[src/rtl/module_display_scan_if.sv]
// +----------------------------------------------------------------------------+
// | Module   : module_display_scan_if                                          |
// | Purpose  : Bundles the load-side bus and the display-side outputs of the   |
// |            7-segment scanner into one connection.                          |
// | Signals  : value       4*N_DIGITS hex nibbles, digit 0 in bits [3:0]       |
// |            dp_mask     N_DIGITS   1 = decimal point on for digit k         |
// |            blank_mask  N_DIGITS   1 = digit k dark                         |
// |            load        1          single-cycle capture strobe              |
// |            data        4          nibble to the 7-segment decoder          |
// |            dp          1          active-low decimal point                 |
// |            an          N_DIGITS   active-low digit anodes                  |
// |            digit_idx   IDX_W      current or most recent digit index       |
// |            frame_start 1          pulse on first SHOW cycle of digit 0     |
// | Modports : master drives value/dp_mask/blank_mask/load,                    |
// |            slave (the scanner) drives the display-side outputs.            |
// | Revision : 1.0  initial release                                            |
// +----------------------------------------------------------------------------+
`default_nettype none

interface module_display_scan_if #(
  parameter int N_DIGITS = 4
);
  localparam int IDX_W = $clog2(N_DIGITS);

  logic [4*N_DIGITS-1:0] value;
  logic [N_DIGITS-1:0]   dp_mask;
  logic [N_DIGITS-1:0]   blank_mask;
  logic                  load;

  logic [3:0]            data;
  logic                  dp;
  logic [N_DIGITS-1:0]   an;
  logic [IDX_W-1:0]      digit_idx;
  logic                  frame_start;

  modport master (
    output value, dp_mask, blank_mask, load,
    input  data, dp, an, digit_idx, frame_start
  );

  modport slave (
    input  value, dp_mask, blank_mask, load,
    output data, dp, an, digit_idx, frame_start
  );
endinterface

`default_nettype wire

[src/rtl/module_display_scan.sv]
// +----------------------------------------------------------------------------+
// | Module   : module_display_scan                                             |
// | Purpose  : Time-multiplexed scanner for an N-digit common-anode 7-segment  |
// |            display. Feeds one nibble + decimal point per slot to the       |
// |            downstream decoder and drives the active-low anodes. Loaded     |
// |            values are double-buffered and only become visible at a frame   |
// |            boundary; a guard slot with all anodes off separates digits.    |
// | Ports    : clk      system clock (rising edge)                             |
// |            rst_n    synchronous active-low reset                           |
// |            io_scan  module_display_scan_if.slave                           |
// |                     in : value, dp_mask, blank_mask, load                  |
// |                     out: data, dp, an, digit_idx, frame_start              |
// | Params   : N_DIGITS (2..8), REFRESH_DIV (>=1), GUARD_CYCLES (0 = none)     |
// | Option   : LEADING_ZERO_BLANK_EN - when defined, digits above the most     |
// |            significant nonzero nibble are forced dark (digit 0 never).     |
// | Revision : 1.0  initial release                                            |
// +----------------------------------------------------------------------------+
`default_nettype none

module module_display_scan #(
  parameter int N_DIGITS     = 4,
  parameter int REFRESH_DIV  = 50000,
  parameter int GUARD_CYCLES = 500
) (
  input  logic                  clk,
  input  logic                  rst_n,
  module_display_scan_if.slave  io_scan
);

  // --------------------------------------------------------------------------
  // Constants
  // --------------------------------------------------------------------------
  localparam int c_IDX_W   = $clog2(N_DIGITS);
  localparam int c_CNT_MAX = (REFRESH_DIV > GUARD_CYCLES) ? REFRESH_DIV : GUARD_CYCLES;
  localparam int c_CNT_W   = $clog2(c_CNT_MAX + 1);

  localparam logic [c_CNT_W-1:0] c_SHOW_LAST  = c_CNT_W'(REFRESH_DIV - 1);
  localparam logic [c_CNT_W-1:0] c_GUARD_LAST =
      c_CNT_W'((GUARD_CYCLES > 0) ? (GUARD_CYCLES - 1) : 0);
  localparam logic [c_IDX_W-1:0] c_LAST_IDX   = c_IDX_W'(N_DIGITS - 1);

  localparam logic [0:0] c_SHOW  = 1'b0;
  localparam logic [0:0] c_GUARD = 1'b1;

  // --------------------------------------------------------------------------
  // Registers
  // --------------------------------------------------------------------------
  logic [4*N_DIGITS-1:0] r_pend_value;
  logic [N_DIGITS-1:0]   r_pend_dp;
  logic [N_DIGITS-1:0]   r_pend_blank;
  logic [4*N_DIGITS-1:0] r_act_value;
  logic [N_DIGITS-1:0]   r_act_dp;
  logic [N_DIGITS-1:0]   r_act_blank;
  logic [c_IDX_W-1:0]    r_idx;
  logic [0:0]            r_state;
  logic [c_CNT_W-1:0]    r_cnt;
`ifdef LEADING_ZERO_BLANK_EN
  logic [N_DIGITS-1:0]   r_lz_mask;
`endif

  // --------------------------------------------------------------------------
  // Sequencing decode
  // --------------------------------------------------------------------------
  logic                  w_show_last;
  logic                  w_guard_last;
  logic                  w_advance;
  logic                  w_boundary;
  logic [c_IDX_W-1:0]    w_idx_next;
  logic [4*N_DIGITS-1:0] w_cap_value;
  logic [N_DIGITS-1:0]   w_cap_dp;
  logic [N_DIGITS-1:0]   w_cap_blank;
  logic [N_DIGITS-1:0]   w_blank_eff;

  assign w_show_last  = (r_cnt == c_SHOW_LAST);
  // With no guard interval the post-reset GUARD state still lasts one cycle,
  // so the first SHOW of digit 0 always follows an all-dark cycle.
  assign w_guard_last = (GUARD_CYCLES == 0) || (r_cnt == c_GUARD_LAST);

  // The digit index moves on leaving GUARD, or leaving SHOW when there is
  // no guard interval between digits.
  assign w_advance  = (r_state == c_GUARD) ? w_guard_last
                                           : (w_show_last && (GUARD_CYCLES == 0));
  assign w_boundary = w_advance && (r_idx == c_LAST_IDX);
  assign w_idx_next = (r_idx == c_LAST_IDX) ? '0 : r_idx + c_IDX_W'(1);

  // A load on the boundary edge goes straight into the active copy so the
  // new value shows in the frame that is just starting.
  assign w_cap_value = io_scan.load ? io_scan.value      : r_pend_value;
  assign w_cap_dp    = io_scan.load ? io_scan.dp_mask    : r_pend_dp;
  assign w_cap_blank = io_scan.load ? io_scan.blank_mask : r_pend_blank;

`ifdef LEADING_ZERO_BLANK_EN
  logic [N_DIGITS-1:0] w_lz_next;

  // Digit k is dark when every nibble from k up to the top is zero.
  // Digit 0 is excluded so an all-zero value still shows a single "0".
  always_comb begin : p_lz
    logic w_upper_zero;
    w_lz_next    = '0;
    w_upper_zero = 1'b1;
    for (int k = N_DIGITS - 1; k >= 1; k--) begin
      w_upper_zero = w_upper_zero && (w_cap_value[4*k +: 4] == 4'h0);
      w_lz_next[k] = w_upper_zero;
    end
  end

  assign w_blank_eff = r_act_blank | r_lz_mask;
`else
  assign w_blank_eff = r_act_blank;
`endif

  // --------------------------------------------------------------------------
  // State, counter and buffers
  // --------------------------------------------------------------------------
  always_ff @(posedge clk) begin
    if (!rst_n) begin
      r_pend_value <= '0;
      r_pend_dp    <= '0;
      r_pend_blank <= '0;
      r_act_value  <= '0;
      r_act_dp     <= '0;
      r_act_blank  <= '0;
      r_idx        <= c_LAST_IDX;
      r_state      <= c_GUARD;
      r_cnt        <= '0;
`ifdef LEADING_ZERO_BLANK_EN
      r_lz_mask    <= '0;
`endif
    end else begin
      // Pending always tracks the latest load, so the last load of a frame
      // wins and a boundary-edge load also persists into later frames.
      if (io_scan.load) begin
        r_pend_value <= io_scan.value;
        r_pend_dp    <= io_scan.dp_mask;
        r_pend_blank <= io_scan.blank_mask;
      end

      if (w_boundary) begin
        r_act_value <= w_cap_value;
        r_act_dp    <= w_cap_dp;
        r_act_blank <= w_cap_blank;
`ifdef LEADING_ZERO_BLANK_EN
        r_lz_mask   <= w_lz_next;
`endif
      end

      case (r_state)
        c_SHOW: begin
          if (w_show_last) begin
            r_cnt <= '0;
            if (GUARD_CYCLES == 0) begin
              r_idx <= w_idx_next;
            end else begin
              r_state <= c_GUARD;
            end
          end else begin
            r_cnt <= r_cnt + c_CNT_W'(1);
          end
        end
        c_GUARD: begin
          if (w_guard_last) begin
            r_cnt   <= '0;
            r_idx   <= w_idx_next;
            r_state <= c_SHOW;
          end else begin
            r_cnt <= r_cnt + c_CNT_W'(1);
          end
        end
        default: begin
          r_cnt   <= '0;
          r_state <= c_GUARD;
        end
      endcase
    end
  end

  // --------------------------------------------------------------------------
  // Output decode (purely from registers)
  // --------------------------------------------------------------------------
  logic [3:0]          w_nib;
  logic                w_dark;
  logic [N_DIGITS-1:0] w_an;
  logic [3:0]          w_data;
  logic                w_dp;

  assign w_nib  = r_act_value[{r_idx, 2'b00} +: 4];
  assign w_dark = w_blank_eff[r_idx];

  // data/dp are the same in SHOW and GUARD so the decoder input stays stable
  // across the guard slot; only the anode is gated by state.
  always_comb begin
    w_an   = '1;
    w_data = w_dark ? 4'h0 : w_nib;
    w_dp   = w_dark ? 1'b1 : ~r_act_dp[r_idx];
    if ((r_state == c_SHOW) && !w_dark) begin
      w_an[r_idx] = 1'b0;
    end
  end

  assign io_scan.an          = w_an;
  assign io_scan.data        = w_data;
  assign io_scan.dp          = w_dp;
  assign io_scan.digit_idx   = r_idx;
  assign io_scan.frame_start = (r_state == c_SHOW) && (r_idx == '0) && (r_cnt == '0);

endmodule

`default_nettype wire

[src/flat_wrapper.sv]
// flat-port wrapper written by rule: the top's interface ports become plain ports
module module_display_scan_flat 
#(
  parameter int N_DIGITS     = 4,
  parameter int REFRESH_DIV  = 50000,
  parameter int GUARD_CYCLES = 500
)
  (clk, rst_n, io_scan_value, io_scan_dp_mask, io_scan_blank_mask, io_scan_load, io_scan_data, io_scan_dp, io_scan_an, io_scan_digit_idx, io_scan_frame_start);
  module_display_scan_if #(.N_DIGITS(N_DIGITS)) io_scan_i ();
  input  logic clk;
  input  logic rst_n;
  input wire logic [$bits(io_scan_i.value)-1:0] io_scan_value;
  input wire logic [$bits(io_scan_i.dp_mask)-1:0] io_scan_dp_mask;
  input wire logic [$bits(io_scan_i.blank_mask)-1:0] io_scan_blank_mask;
  input wire logic [$bits(io_scan_i.load)-1:0] io_scan_load;
  output wire logic [$bits(io_scan_i.data)-1:0] io_scan_data;
  output wire logic [$bits(io_scan_i.dp)-1:0] io_scan_dp;
  output wire logic [$bits(io_scan_i.an)-1:0] io_scan_an;
  output wire logic [$bits(io_scan_i.digit_idx)-1:0] io_scan_digit_idx;
  output wire logic [$bits(io_scan_i.frame_start)-1:0] io_scan_frame_start;
  assign io_scan_i.value = io_scan_value;
  assign io_scan_i.dp_mask = io_scan_dp_mask;
  assign io_scan_i.blank_mask = io_scan_blank_mask;
  assign io_scan_i.load = io_scan_load;
  assign io_scan_data = io_scan_i.data;
  assign io_scan_dp = io_scan_i.dp;
  assign io_scan_an = io_scan_i.an;
  assign io_scan_digit_idx = io_scan_i.digit_idx;
  assign io_scan_frame_start = io_scan_i.frame_start;
  module_display_scan #(.N_DIGITS(N_DIGITS), .REFRESH_DIV(REFRESH_DIV), .GUARD_CYCLES(GUARD_CYCLES)) u_core (.clk(clk), .rst_n(rst_n), .io_scan(io_scan_i));
endmodule
[config.mk]
export PLATFORM = sky130hd
export DESIGN_NAME = module_display_scan_flat
export DESIGN_NICKNAME = d
export VERILOG_FILES = /design/src/rtl/module_display_scan_if.sv /design/src/rtl/module_display_scan.sv /design/src/flat_wrapper.sv
export SDC_FILE = /design/constraint.sdc
export NUM_CORES = 1
export LEC_CHECK = 0
export BUFFER_PORTS_ARGS = -buffer_cell sky130_fd_sc_hd__buf_2
export CAP_MARGIN = 20
export CORE_ASPECT_RATIO = 0.75
export CORE_UTILIZATION = 40
export DETAILED_ROUTE_END_ITERATION = 8
export GPL_TIMING_DRIVEN = 0
export HOLD_SLACK_MARGIN = 0.05
export MAX_ROUTING_LAYER = met4
export PLACE_DENSITY = 0.7
export SLEW_MARGIN = 20
export SYNTH_ARGS = -nofsm -noshare
export SYNTH_HDL_FRONTEND = slang
export SYNTH_SLANG_ARGS = --single-unit
[constraint.sdc]
create_clock -name clk -period 1.85 [get_ports clk]
set_input_delay 0.0925 -clock clk [delete_from_list [all_inputs] [get_ports clk]]
set_output_delay 0.0925 -clock clk [all_outputs]
set_load 0.02 [all_outputs]
# Word level (Yosys, flattened, before mapping)
# Index checks and enable logic that the tools add are counted.
totals:
  regBits: 67
  output_inout_bits: 12
  elab_cells: 49
classes:
  n_addsub: 2
  order_cmp: 2
  eq_ne: 3
  shift: 1
  muxes: 20
  bitwise: 3
  reduce_logical: 9
op_table:
  columns: ["cell", "n"]
  rows:
  - ["$mux W16", 3]
  - ["$pmux W16 S2", 1]
  - ["$add A16 B1 Y16 const B", 1]
  - ["$eq A16 B16 Y1 const B", 1]
  - ["$eq A16 B9 Y1 const B", 1]
  - ["$logic_not A16 Y1", 1]
  - ["$mux W4", 4]
  - ["$shiftx A16 B5 Y4", 1]
  - ["$mux W1", 7]
  - ["$logic_and A1 B1 Y1", 5]
  - ["$bmux W1 S2", 2]
  - ["$not A4 Y4", 1]
  - ["$lt A2 B3 Y1 const B", 1]
  - ["$add A2 B1 Y2 const B", 1]
  - ["$demux W1 S2", 1]
  - ["$eq A2 B2 Y1 const B", 1]
  - ["$ge A2 B1 Y1 const B", 1]
  - ["$logic_not A2 Y1", 1]
  - ["$mux W2", 1]
  - ["$not A1 Y1", 2]
  - ["$pmux W1 S2", 1]
  - ["$reduce_and A2 Y1", 1]
  - ["$logic_not A1 Y1", 1]

# Longest topological paths before layout
logic_depth:
  word_depth: 6
  ltp_mapped: 6

# Worst setup path before layout
# Ideal clock, no wire load.
synth_path:
  path_kind: "flip-flop to flip-flop"
  from: "reg u_core.r_cnt[0]"
  to: "reg u_core.r_cnt[13]"
  setup_ns: 0.115
  arrival_ns: 1.671
  required_ns: 1.735
  slack_ns: 0.065
  path_stages_with_launch: 7
  n_path_buf: 1
  synth_period_minus_slack_ns: 1.785
  cell_sequence: "dfxtp_1 > ha_1 > nand3_4 > or4_4 > o21ai_2 > buf_6 > nor2_1"
synth_between:
  elab_chain_cells: 3
  elab_cells_between_ends: 6
  cone_classes: "add/sub (1); eq/ne (2); mux (3)"
synth_lines:
  columns: ["element", "line_no", "source"]
  rows:
  - ["start, declared", "module_display_scan.sv:56", "logic [c_CNT_W-1:0] r_cnt;"]
  - ["start signal, assigned", "module_display_scan.sv:157", "r_cnt <= r_cnt + c_CNT_W'(1);"]
  - ["start signal, assigned", "module_display_scan.sv:166", "r_cnt <= r_cnt + c_CNT_W'(1);"]
  - ["$add A16 B1 Y16 (tied with other cells)", "module_display_scan.sv:157, module_display_scan.sv:166", null]
  - ["$mux W16, on equally long branches", "module_display_scan.sv:161, module_display_scan.sv:149", null]
  - ["$pmux W16 S2 (*)", "module_display_scan.sv:147", "case (r_state)"]
# Mark *: on every way between the ends. The rest lies on a longest branch, timed or not.
# A chain may end at the register's enable or synchronous reset.

# Worst setup path in the final report
layout_path:
  from: "reg u_core.r_idx[0], in the netlist u_core.io_scan.digit_idx[0]"
  to: "out io_scan_an[2]"
layout_between:
  elab_chain_cells: 6
  elab_cells_between_ends: 11
  cone_classes: "order compare (2); mux (5); bitwise (1); reduce/logical (3)"
layout_lines:
  columns: ["element", "line_no", "source"]
  rows:
  - ["start, declared", "module_display_scan.sv:54", "logic [c_IDX_W-1:0] r_idx;"]
  - ["start signal, assigned", "module_display_scan.sv:123", "r_idx <= c_LAST_IDX;"]
  - ["start signal, assigned", "module_display_scan.sv:152", "r_idx <= w_idx_next;"]
  - ["start signal, assigned", "module_display_scan.sv:163", "r_idx <= w_idx_next;"]
  - ["$lt A2 B3 Y1 (not written as such) / $ge A2 B1 Y1 (equally long branches)", "module_display_scan.sv:196", "w_an[r_idx] = 1'b0;"]
  - ["$logic_and A1 B1 Y1 (not written as such)", "module_display_scan.sv:196", null]
  - ["$mux W1 (not written as such)", "module_display_scan.sv:196", null]
  - ["$demux W1 S2", null, null]
  - ["$not A4 Y4 (no line)", null, null]
  - ["$mux W4 (*)", "module_display_scan.sv:195", "if ((r_state == c_SHOW) && !w_dark) begin"]
  - ["end, declared", "flat_wrapper.sv:18", "output wire logic [$bits(io_scan_i.an)-1:0] io_scan_an;"]
# Mark *: on every way between the ends. The rest lies on a longest branch, timed or not. The select of a mux whose other input is x is not followed.

==> flow_results.xml <==
<?xml version="1.0" encoding="UTF-8"?>
<metrics>
  <group name="outcome">
    <metric name="status" unit="">complete, but fails checks</metric>
    <metric name="violations" unit="">DRC, setup timing</metric>
  </group>
  <group name="route">
    <metric name="total_routed_wirelength" unit="mm">6.44</metric>
    <metric name="vias" unit="">2209</metric>
    <metric name="detail_route.iter0.violations" unit="">156</metric>
    <metric name="vias_per_cell" unit="">4.83</metric>
    <metric name="dr.pass1.iters" unit="">6</metric>
    <metric name="postRouteAntennaNets" unit="">0</metric>
    <metric name="routedWlPerCell" unit="um">14.1</metric>
    <metric name="drc" unit="">2</metric>
  </group>
  <group name="worst_setup_path">
    <metric name="r2r-end" unit="">u_core.r_act_value[8]</metric>
    <metric name="worstSetupEndpointType" unit="">output pin</metric>
    <metric name="critPathArrivalTime" unit="ns">1.77</metric>
    <metric name="required" unit="ns">1.76</metric>
    <metric name="register_to_register_path_setup_slack" unit="ns">0.09</metric>
    <metric name="timing.reg2reg.worst_path_depth" unit="">5</metric>
    <metric name="critical_path.startpoint_type" unit="">flop</metric>
    <metric name="highest_net_fanout_along_the_worst_path" unit="">6</metric>
    <metric name="setup.worst_path.end" unit="">io_scan_an[2]</metric>
    <metric name="worstSetupStartpoint" unit="">u_core.io_scan.digit_idx[0]</metric>
    <metric name="crit_type" unit="">flop to output pin</metric>
    <metric name="startpoint_of_the_most_critical_register_to_register_path" unit="">u_core.r_cnt[15]</metric>
  </group>
  <group name="run">
    <metric name="maxCapViolations" unit="">0</metric>
  </group>
  <group name="placed_design">
    <metric name="routability_driven_placement_congestion_ratio" unit="">0.839</metric>
    <metric name="place_hpwl" unit="mm">4.37</metric>
    <metric name="port_buffers" unit="">36</metric>
    <metric name="placedCellCount" unit="">421</metric>
  </group>
  <group name="sta">
    <metric name="setup_viol" unit="">4</metric>
    <metric name="final.setup.worst_slack" unit="ns">-0.00830</metric>
    <metric name="unrepaired_setup_endpoints_after_global_routing" unit="">true</metric>
    <metric name="timing.max_slew.rel_slack" unit="%">67.2</metric>
    <metric name="min_period" unit="ns">1.86</metric>
    <metric name="finalHoldViolCount" unit="">0</metric>
    <metric name="peak_freq" unit="GHz">0.538</metric>
    <metric name="clock_skew" unit="ns">0.00915</metric>
    <metric name="timing.final.max_slew_violations" unit="">0</metric>
    <metric name="post-route-period-util" unit="%">100</metric>
    <metric name="tightestPinTransition" unit="ns">0.492</metric>
  </group>
  <group name="floorplan">
    <metric name="dieHeight" unit="um">77.6</metric>
    <metric name="io_pins" unit="">39</metric>
    <metric name="design.die.area" unit="sq um">7980</metric>
    <metric name="rows" unit="">27</metric>
    <metric name="core_area" unit="sq um">7360</metric>
    <metric name="start_util" unit="%">41.4</metric>
    <metric name="die_span_in_x" unit="um">103</metric>
  </group>
  <group name="power_and_ir_drop">
    <metric name="peakVddDrop" unit="uV">362</metric>
    <metric name="internal" unit="W">0.00206</metric>
    <metric name="pwr_density_cell" unit="nW/um^2">719</metric>
    <metric name="register_share_of_total_power" unit="%">54.0</metric>
    <metric name="power.share.switching" unit="%">25.3</metric>
    <metric name="p_sw" unit="W">0.000700</metric>
    <metric name="total_leakage_power" unit="nW">1.68</metric>
    <metric name="pwr-share-comb" unit="%">6.8</metric>
    <metric name="p_clk_share" unit="%">39.2</metric>
  </group>
  <group name="synthesis">
    <metric name="synthesis.area" unit="sq um">3050</metric>
    <metric name="synthesis.instances" unit="">284</metric>
    <metric name="number_of_distinct_library_cells_after_synthesis" unit="">38</metric>
    <metric name="synthesis.nets" unit="">317</metric>
    <metric name="synth-seq-cells" unit="">67</metric>
    <metric name="avgSynthCellArea" unit="sq um">10.7</metric>
    <metric name="ys_warn_count" unit="">0</metric>
    <metric name="synth_sequential_area_ratio" unit="%">44.0</metric>
  </group>
  <group name="cts">
    <metric name="worstSkewPairLatency" unit="ns">0.35</metric>
    <metric name="clkSinkCount" unit="">67</metric>
    <metric name="tritoncts_clock_tree" unit="">yes</metric>
    <metric name="htreeDepth" unit="">3</metric>
    <metric name="cts-root-to-sink-buffers" unit="">2</metric>
    <metric name="worst_setup_hold_path_clk_slew" unit="ns">0.08</metric>
    <metric name="cts_root_buf" unit="">clkbuf_8</metric>
    <metric name="cts-buffers-inserted" unit="">9</metric>
  </group>
  <group name="global_routing">
    <metric name="first_pass_grt_wire_length" unit="mm">10.8</metric>
    <metric name="number_of_global_route_vias_before_repair" unit="">2222</metric>
    <metric name="globalRouteOverflowTotal" unit="">0</metric>
    <metric name="grt_max_degree" unit="">14</metric>
    <metric name="grt.total_usage" unit="%">18.4</metric>
    <metric name="antenna_found_initial" unit="">0</metric>
  </group>
  <group name="finish">
    <metric name="antenna_cells" unit="">0</metric>
    <metric name="multi_input_comb_area" unit="sq um">1670</metric>
    <metric name="design.final.nets" unit="">384</metric>
    <metric name="num-fill-cells" unit="">669</metric>
    <metric name="post_layout_nonfiller_instances" unit="">457</metric>
    <metric name="post-route-util" unit="%">52.2</metric>
    <metric name="synthToLayoutAreaGrowth" unit="%">26.0</metric>
    <metric name="proportion_of_layout_cells_with_a_drive_suffix_above_1" unit="%">33.4</metric>
    <metric name="area.sequential" unit="sq um">1360</metric>
  </group>
  <group name="hold_path">
    <metric name="hp-class" unit="">input port to flop</metric>
    <metric name="worst_hold_path.num_cells" unit="">3</metric>
  </group>
</metrics>
==> synth_stat cells, drive strengths merged <==
master   instances  share of area, %
nor2b            4              0.82
mux4             6               4.4
nand3            6               1.4
and3             1              0.21
dfxtp           67                44
ha               6               2.5
nor4             5               1.5
and2            24               4.9
or2              1              0.21
buf              6               1.6
o211ai           1              0.25
nor4b            1              0.29
or4              1              0.37
nor3             5              0.82
inv              6              0.74
nor2            44               5.4
o21ai            2              0.45
o311ai           1              0.29
xor2             5               1.4
and4bb           1              0.41
nand2           13               1.6
mux2            24                11
xnor2            9               2.6
and4             2              0.57
mux2i           25               8.2
a41oi            1              0.29
nand4            6               1.7
clkinv           1              0.12
clkbuf           8               1.0
nand4bb          1              0.37
nand2b           1              0.21
==> kinds of logic after synthesis <==
family,synth area share (%)
AO/OA/AOI/OAI,1.27
adder cells (fa/ha/maj),2.46
flip-flops,44.0
AND/OR/NAND/NOR,20.8
multiplexers,24.0
buffers and inverters,3.49
XOR/XNOR,4.02
==> repair_timing <==
item | 4_1_cts | 5_1_grt
hold endpoints to repair | 16 | 0
buffers inserted | 4 | 1
pin swaps | 4 | 4
setup endpoints to repair | 46 | 46
hold buffers | 16 | 0
gates resized for setup | 24 | 18
==> layout make-up <==
class,instances,share of cell area (%)
sequential,67,35.3
clock buffer,9,3.22
tap,101,3.29
timing repair buffer,57,10.5
multi-input combinational,196,43.4
inverter,7,0.684
buffer,13,2.28
clock inverter,7,1.33
==> how the worst min path moves through the flow <==
stage | from | endpoint | slack [ns]
after global placement | io_scan_value[5] | u_core.r_pend_value[5] | 0.38
after global routing | io_scan_value[7] | u_core.r_pend_value[7] | 0.06
after detailed placement | io_scan_value[6] | u_core.r_pend_value[6] | 0.39
after CTS | io_scan_value[7] | u_core.r_pend_value[7] | 0.05
final | io_scan_value[7] | u_core.r_pend_value[7] | 0.06
after floorplan | io_scan_value[0] | u_core.r_pend_value[0] | 0.27
==> power groups by stage <==
stage          Clock (W)  Sequential [W]  Combinational, W
6_report         0.00108         0.00149          0.000189
5_1_grt          0.00118         0.00149          0.000209
4_1_cts          0.00111         0.00149          0.000185
3_5_place_dp           0         0.00152          0.000153
3_3_place_gp           0         0.00152          0.000149
2_1_floorplan          0         0.00152          0.000100
==> sequential cells by signal, indices dropped and copies added, names as in the netlist <==
name	flops
u_core.r_act_blank	4
u_core.r_cnt	16
u_core.r_pend_dp	4
u_core.r_pend_value	16
u_core.r_act_dp	4
u_core.r_state	1
u_core.io_scan.digit_idx	2
u_core.r_pend_blank	4
u_core.r_act_value	16
==> layer usage <==
layer	wire length, um	share of wire [%]	track usage, %	vias up
li1	-	-	-	1109
met1	3210	50	24.5	1051
met2	2920	45	27.8	41
met3	246	3.8	3.78	8
met4	59	0.92	6.34	0
met5	0	0	-	-
==> critical path: stages (launching register included) <==
cell and delay, ns:
dfxtp_4 0.37, mux4_2 0.64, nor2_4 0.21, nand2_2 0.08, buf_6 0.13
==> placed cells by master, fill, tap and decap left out, types with 6 or more instances in the layout <==
cell,synthesis,final
dfxtp_1,67,59
nor2_1,44,43
buf_2,3,34
mux2i_1,25,25
and2_1,24,24
mux2_4,20,20
dlygate4sd3_1,0,16
clkbuf_8,0,10
nand2_1,13,9
xnor2_1,9,9
buf_6,3,7
inv_1,6,6
mux4_2,6,6
clkbuf_1,7,6
dfxtp_2,0,6
==> metrics by stage <==
| stage | total power (W) | setup TNS, ns | hold WS (ns) | area [sq um] | setup slack, ns |
|---|---|---|---|---|---|
| floorplan | 0.00162 | 0 | 0.271 | 3050 | 0.0646 |
| global placement | 0.00167 | -2.29 | 0.381 | 3360 | -0.172 |
| detailed placement | 0.00168 | -2.16 | 0.385 | 3360 | -0.166 |
| CTS | 0.00279 | -0.601 | 0.0504 | 3800 | -0.0857 |
| global route | 0.00288 | -0.672 | 0.0650 | 3840 | -0.102 |
| finish | 0.00276 | -0.0225 | 0.0598 | 3840 | -0.00830 |
(Power assumes the default switching activity.)
